[config.mk]
export PLATFORM = sky130hd
export DESIGN_NAME = aes_key_expand
export DESIGN_NICKNAME = d
export VERILOG_FILES = /design/src/rtl/aes_key_expand.sv
export SDC_FILE = /design/constraint.sdc
export NUM_CORES = 2
export LEC_CHECK = 0
export CORE_MARGIN = 5
export CORE_UTILIZATION = 45
export DETAILED_ROUTE_END_ITERATION = 16
export HOLD_SLACK_MARGIN = 0.12
export PLACE_DENSITY = 0.71
export SYNTH_ARGS = -nofsm -noshare
export SYNTH_HDL_FRONTEND = slang
export SYNTH_SLANG_ARGS = --single-unit
[constraint.sdc]
create_clock -name clk -period 8.7 [get_ports clk]
set_input_delay 0.87 -clock clk [delete_from_list [all_inputs] [get_ports clk]]
set_output_delay 0.87 -clock clk [all_outputs]
set_load 0.005 [all_outputs]
[src/rtl/aes_key_expand.sv]
// AES key-schedule engine for 128/192/256-bit keys.
// Produces one 32-bit schedule word per cycle and packs every four words
// into a 128-bit round key offered on a valid/ready port. The round
// constant is kept as a running xtime register rather than a table.
//
// state | meaning
// ------+-------------------------------------------------------------
// IDLE  | waiting for start with a legal key_len
// RUN   | producing schedule words, one per unstalled cycle
// DRAIN | last round key loaded, waiting for its handshake

module s_box (
    input  logic [7:0] a,
    output logic [7:0] y
);
    // Forward AES S-box, byte 0x00 in the top byte of the table.
    localparam logic [2047:0] SBOX_TBL = {
        128'h637c777bf26b6fc53001672bfed7ab76,
        128'hca82c97dfa5947f0add4a2af9ca472c0,
        128'hb7fd9326363ff7cc34a5e5f171d83115,
        128'h04c723c31896059a071280e2eb27b275,
        128'h09832c1a1b6e5aa0523bd6b329e32f84,
        128'h53d100ed20fcb15b6acbbe394a4c58cf,
        128'hd0efaafb434d338545f9027f503c9fa8,
        128'h51a3408f929d38f5bcb6da2110fff3d2,
        128'hcd0c13ec5f974417c4a77e3d645d1973,
        128'h60814fdc222a908846eeb814de5e0bdb,
        128'he0323a0a4906245cc2d3ac629195e479,
        128'he7c8376d8dd54ea96c56f4ea657aae08,
        128'hba78252e1ca6b4c6e8dd741f4bbd8b8a,
        128'h703eb5664803f60e613557b986c11d9e,
        128'he1f8981169d98e949b1e87e9ce5528df,
        128'h8ca1890dbfe6426841992d0fb054bb16
    };

    // Byte a lives at bit 8*(255-a)+7 downwards, i.e. index {~a, 3'b111}.
    assign y = SBOX_TBL[{~a, 3'b111} -: 8];
endmodule

module aes_key_expand #(
    parameter bit ENABLE_192 = 1'b1,
    parameter bit ENABLE_256 = 1'b1
) (
    input  logic         clk,
    input  logic         rst,
    input  logic         start,
    input  logic [1:0]   key_len,
    input  logic [255:0] key_in,
    output logic [127:0] rk_out,
    output logic [3:0]   rk_idx,
    output logic         rk_valid,
    input  logic         rk_ready,
    output logic         rk_last,
    output logic         busy,
    output logic         done
);
    typedef enum logic [1:0] {
        IDLE  = 2'd0,
        RUN   = 2'd1,
        DRAIN = 2'd2
    } state_t;

    state_t       state;
    state_t       state_nxt;

    logic [31:0]  key_w [8];
    logic [31:0]  win   [8];
    logic [95:0]  grp;

    logic [3:0]   nk;
    logic [5:0]   last_i;
    logic [5:0]   wi;
    logic [2:0]   ph;
    logic [7:0]   rcon;

    logic [3:0]   nk_sel;
    logic [5:0]   last_sel;
    logic         len_ok;
    logic         start_ok;
    logic         stall;
    logic         advance;
    logic         load;
    logic         hs;
    logic         last_word;
    logic         past_key;
    logic [2:0]   back_sel;
    logic [2:0]   ph_wrap;
    logic [31:0]  w_prev;
    logic [31:0]  w_back;
    logic [31:0]  key_word;
    logic [31:0]  sub_in;
    logic [31:0]  sub_out;
    logic [31:0]  w_new;
    logic [7:0]   rcon_nxt;

    // Decode key length into Nk, the index of the final word, and legality.
    always_comb begin
        len_ok   = 1'b0;
        nk_sel   = 4'd4;
        last_sel = 6'd43;
        case (key_len)
            2'b00: begin
                len_ok   = 1'b1;
                nk_sel   = 4'd4;
                last_sel = 6'd43;
            end
            2'b01: begin
                len_ok   = ENABLE_192;
                nk_sel   = 4'd6;
                last_sel = 6'd51;
            end
            2'b10: begin
                len_ok   = ENABLE_256;
                nk_sel   = 4'd8;
                last_sel = 6'd59;
            end
            default: begin
                len_ok   = 1'b0;
                nk_sel   = 4'd4;
                last_sel = 6'd43;
            end
        endcase
    end

    assign start_ok  = (state == IDLE) && start && len_ok;
    assign hs        = rk_valid && rk_ready;
    // Only the word that completes a group can collide with an unconsumed key.
    assign stall     = (wi[1:0] == 2'b11) && rk_valid && !rk_ready;
    assign advance   = (state == RUN) && !stall;
    assign load      = advance && (wi[1:0] == 2'b11);
    assign last_word = (wi == last_i);
    assign past_key  = (wi >= {2'b00, nk});

    assign back_sel  = 3'(nk - 4'd1);
    assign ph_wrap   = 3'(nk - 4'd1);
    assign w_prev    = win[0];
    assign w_back    = win[back_sel];
    assign key_word  = key_w[wi[2:0]];
    assign sub_in    = (ph == 3'd0) ? {w_prev[23:0], w_prev[31:24]} : w_prev;
    assign rcon_nxt  = {rcon[6:0], 1'b0} ^ (rcon[7] ? 8'h1b : 8'h00);

    s_box u_sbox_3 (.a(sub_in[31:24]), .y(sub_out[31:24]));
    s_box u_sbox_2 (.a(sub_in[23:16]), .y(sub_out[23:16]));
    s_box u_sbox_1 (.a(sub_in[15:8]),  .y(sub_out[15:8]));
    s_box u_sbox_0 (.a(sub_in[7:0]),   .y(sub_out[7:0]));

    // Schedule word for the current index: key copy, then the three recurrence forms.
    always_comb begin
        w_new = key_word;
        if (past_key) begin
            if (ph == 3'd0) begin
                w_new = w_back ^ sub_out ^ {rcon, 24'h0};
            end else if ((nk == 4'd8) && (ph == 3'd4)) begin
                w_new = w_back ^ sub_out;
            end else begin
                w_new = w_back ^ w_prev;
            end
        end
    end

    // FSM state register.
    always_ff @(posedge clk) begin
        if (rst) begin
            state <= IDLE;
        end else begin
            state <= state_nxt;
        end
    end

    // FSM next-state logic.
    always_comb begin
        state_nxt = state;
        case (state)
            IDLE:    if (start_ok)              state_nxt = RUN;
            RUN:     if (advance && last_word)  state_nxt = DRAIN;
            DRAIN:   if (hs)                    state_nxt = IDLE;
            default:                            state_nxt = IDLE;
        endcase
    end

    // FSM outputs.
    always_comb begin
        busy = 1'b0;
        case (state)
            RUN:     busy = 1'b1;
            DRAIN:   busy = 1'b1;
            default: busy = 1'b0;
        endcase
    end

    // Word counter, Nk-phase counter and running round constant.
    always_ff @(posedge clk) begin
        if (rst) begin
            nk     <= 4'd4;
            last_i <= 6'd43;
            wi     <= 6'd0;
            ph     <= 3'd0;
            rcon   <= 8'h01;
        end else if (start_ok) begin
            nk     <= nk_sel;
            last_i <= last_sel;
            wi     <= 6'd0;
            ph     <= 3'd0;
            rcon   <= 8'h01;
        end else if (advance) begin
            wi <= wi + 6'd1;
            ph <= (ph == ph_wrap) ? 3'd0 : ph + 3'd1;
            if (past_key && (ph == 3'd0)) begin
                rcon <= rcon_nxt;
            end
        end
    end

    // Latched key words, sliding window of recent words and the partial group.
    always_ff @(posedge clk) begin
        if (start_ok) begin
            for (int k = 0; k < 8; k++) begin
                key_w[k] <= key_in[32*(7-k) +: 32];
            end
        end
        if (advance) begin
            win[0] <= w_new;
            for (int k = 1; k < 8; k++) begin
                win[k] <= win[k-1];
            end
            grp <= {grp[63:0], w_new};
        end
    end

    // Round-key output register and the end-of-run pulse.
    always_ff @(posedge clk) begin
        if (rst) begin
            rk_out   <= 128'h0;
            rk_idx   <= 4'd0;
            rk_valid <= 1'b0;
            rk_last  <= 1'b0;
            done     <= 1'b0;
        end else begin
            done <= (state == DRAIN) && hs;
            if (load) begin
                rk_out   <= {grp, w_new};
                rk_idx   <= wi[5:2];
                rk_valid <= 1'b1;
                rk_last  <= last_word;
            end else if (hs) begin
                rk_valid <= 1'b0;
            end
        end
    end
endmodule

==> impl_results.md <==
* Post-CTS setup buffer count at 0
* Critical Path Source Type: flop
* Post-synth EDFFs at 512
* Hold WC Path Type: reg -> reg
* Layout cell share with drive strength beyond 1 at 11.3%
* TritonCTS clock tree: yes
* Max H-tree Level at 3
* Post-Synthesis Cells at 3897
* Drt drc at 0
* Fmax at 0.159 GHz
* Critical path type: reg -> reg
* Kind of cell adding the most delay to the critical path: simple AND/OR/NAND/NOR gates
* Seq/Total Area, Yosys at 46.7%
* Ports at 398
* Fin cells at 5326
* Clock skew at 0.0258 ns
* Area of placed instances at 44500 um2
* Comb pwr share at 48.1%
* Worst hold start: win[6][21]
* CTS buffer count at 69
* Hpwl dp at 121 mm
* Clock Power Share at 21.9%
* Avg Synthesized Cell Area at 10.2 um2
* Main combinational cell family by area after synthesis: compound AO/OA/AOI/OAI gates
* DP Cell Count at 5191
* Number of global-route vias before repair at 34862
* Final instance area at 46900 um2
* Yosys cell types at 111
* Die extent in y at 308 um
* Worst Path Arrival at 6.65 ns
* Crit path max-delay cell type: ha_1
* Seq pwr share at 29.9%
* Row count at 109
* Final period utilization at 72.3%
* Synth Warn # at 0
* CP Max Fanout at 40
* Worst slew margin at 3.72%
* RSZ-0062 raised after global routing: no
* Cell taking the most area after synthesis: edfxtp_1
* Hold-fix buffers, CTS at 0
* Main synth FF type: edfxtp_1
* Complex-gate fraction of the synthesized area at 23.5%
* Cell Chain, Critical Path: buf_4, nand2b_4, buf_4, mux2i_4, ha_1, or4bb_1, o31ai_1, buf_4, o31ai_1, a31oi_1, or3_1, a311oi_1, a211oi_1, and3b_1, mux2i_1, and2_1
* Bufs and invs on worst path at 3
* Clock network latency to the later pin of the worst-skew pair at 0.62 ns
* Adder-Cell Fraction of Synth Area at 1.51%
* Detailed-router iteration count before antenna repair at 13
* Crit end category: flop
* Synth top area cells: edfxtp_1 39%, dfxtp_1 8.1%, mux4_2 5.7%
* Synth Area in Simple Gates at 12.4%
* Total of max-cap violations at 0
* Outcome: finished clean
* Reg2reg start: ph[2]
* Hold slack at 0.418 ns
* Synth Register Bits at 674
* Mux cell area share after synthesis at 9.66%
* Clk root buf: clkbuf_16
* Vias at 37158
* Crit path from: ph[2]
* Fin util at 53.3%
* TritonCTS Sinks at 674
* Sw frac at 44.5%
* Leakage power at 15.4 nW
* Post-synth top area share at 38.6%
* Post-CTS sizing at 0
* Fin Setup TNS at 0 ns
* Routed Antenna Nets at 0
* Post-Syn Area at 39800 um2
* Net switching power at 6.30 mW
* GRT Total Usage at 35.1%
* Starting density of the core at 45.2%
* Clock Pin Slew Worst Setup and Hold Paths at 0.07 ns
* Routed length per instance at 32.7 um
* Core area at 88100 um2
* Worst VDD drop at 235 uV
* Cell Int Power at 7.86 mW
* Largest net degree at the start of global routing at 122
* Xor/xnor share of the synthesized area at 0.989%
* Fin. max-slew vios at 0
* Pwr Density at 302 nW/um2
* Max stage delay on crit path at 0.81 ns
* CTS max path bufs at 3
* Nets at 4407
* Layout area overhead at 17.8%
* Iteration-0 DRC Markers at 6502
* Async SR Flop Fraction at 0%
* Cell mode on critical path: buf_4
* Final hold vios at 0
* Drt total wl at 174 mm
* Actual slew at the worst max-slew pin at 1.43 ns
* Antenna violations before repair at 12
* Gpl congestion at 1.05
* Grt ovf at 0
* Avg Vias per Cell at 6.98
* DIE WIDTH at 308 um
* Crit path time final at 6.29 ns
* Port Buf Inserts at 397
* Full die area at 94600 um2
* Critical path required time at 9.06 ns
* Global-route wire length before repair at 250 mm
* Synthesized Nets at 4207
* Final setup vio count at 0
area by class of cell:
type | instances | area, um2
inverters | 58 | 233
diodes | 9 | 22.5
clock inverters | 36 | 529
repair buffers | 522 | 4910
clock buffers | 90 | 1870
flip-flops and latches | 674 | 18600
fillers | 7751 | 41200
well taps | 1165 | 1460
multi-input cells | 2772 | 19300
synth_stat cells, types with 12 or more instances:
master,count
a31o_2,14
ha_1,48
and3_1,17
a21o_1,22
buf_4,25
a2111oi_0,19
nand3_1,91
mux4_2,101
a211o_1,29
xor2_1,17
buf_2,143
o2111ai_1,16
o32ai_1,24
o22ai_1,24
o311ai_0,33
a221o_1,14
o211ai_1,96
nand2_1,488
o21ai_1,13
o31ai_1,28
edfxtp_1,512
nor2_1,246
a311oi_1,49
or3_1,13
and2_1,30
inv_1,51
nand2b_1,24
a31oi_1,74
o311a_1,15
mux2i_1,99
dfxtp_1,162
xnor2_1,28
mux2_2,39
buf_6,13
o221ai_1,38
o21ai_0,217
a221oi_1,41
clkbuf_1,179
nor3_1,87
a211oi_1,112
a21oi_1,297
buf_1,31
a22oi_1,18
a311o_1,12
metrics by stage:
stage          setup WS (ns)  power (mW)
2_1_floorplan           1.48        8.45
3_3_place_gp            2.73        10.9
3_5_place_dp            2.65        10.7
4_1_cts                 2.60        13.8
5_1_grt                 2.20        14.6
6_report                2.41        14.2
flip-flops by register name, indices dropped and copies added (netlist names), named ones only:
register	count
rk_out	128
rk_valid	1
grp	95
done	1
rcon	8
rk_last	1
state	2
nk	3
key_w	256
last_i	2
ph	3
rk_idx	4
wi	6
win	161
worst register-to-register path, stage by stage, from the launching register on:
cell and delay, ns:
dfxtp_1 0.41, buf_4 0.38, nand2b_4 0.69, buf_4 0.51
mux2i_4 0.65, ha_1 0.82, or4bb_1 0.23, o31ai_1 0.07
buf_4 0.21, o31ai_1 0.25, a31oi_1 0.17, or3_1 0.39
a311oi_1 0.40, a211oi_1 0.08, and3b_1 0.45, mux2i_1 0.16
and2_1 0.18
cell families after synthesis:
kind of cell	after synthesis
simple gates	1092
fa+ha+maj	48
mux	248
compound gates	1339
flops	674
xor+xnor	45
buf+inv	451
per-layer routing:
layer / wire length, um / GRT usage (%)
met1: 66500 / 47.5
met2: 74900 / 51.8
met3: 23400 / 12.4
met4: 9100 / 14.1
met5: 41 / 0
power by group through the flow:
stage | Sequential (mW) | Clock, mW | Combinational, mW
finish | 4.24 | 3.11 | 6.82
global route | 4.26 | 3.29 | 7.02
CTS | 4.23 | 3.15 | 6.44
detailed placement | 4.29 | 0 | 6.41
global placement | 4.28 | 0 | 6.57
floorplan | 4.22 | 0 | 4.23
path summary, 6_finish.rpt:
check               end  slack (ns)  cells past startpoint
min          win[7][21]        0.42                      0
max             grp[25]        2.41                     16
min reg2reg  win[7][21]        0.42                      0
max reg2reg     grp[25]        2.41                     16
placed cells by master, fill, tap and decap left out, types with 74 or more instances in the layout:
cell	count
edfxtp_1	512
nand2_1	486
clkdlybuf4s50_1	396
a21oi_1	295
nor2_1	246
o21ai_0	217
dfxtp_1	158
buf_4	126
a211oi_1	112
mux4_2	101
o211ai_1	96
nand3_1	91
mux2i_1	90
nor3_1	87
a31oi_1	74
(Power assumes the default switching activity.)
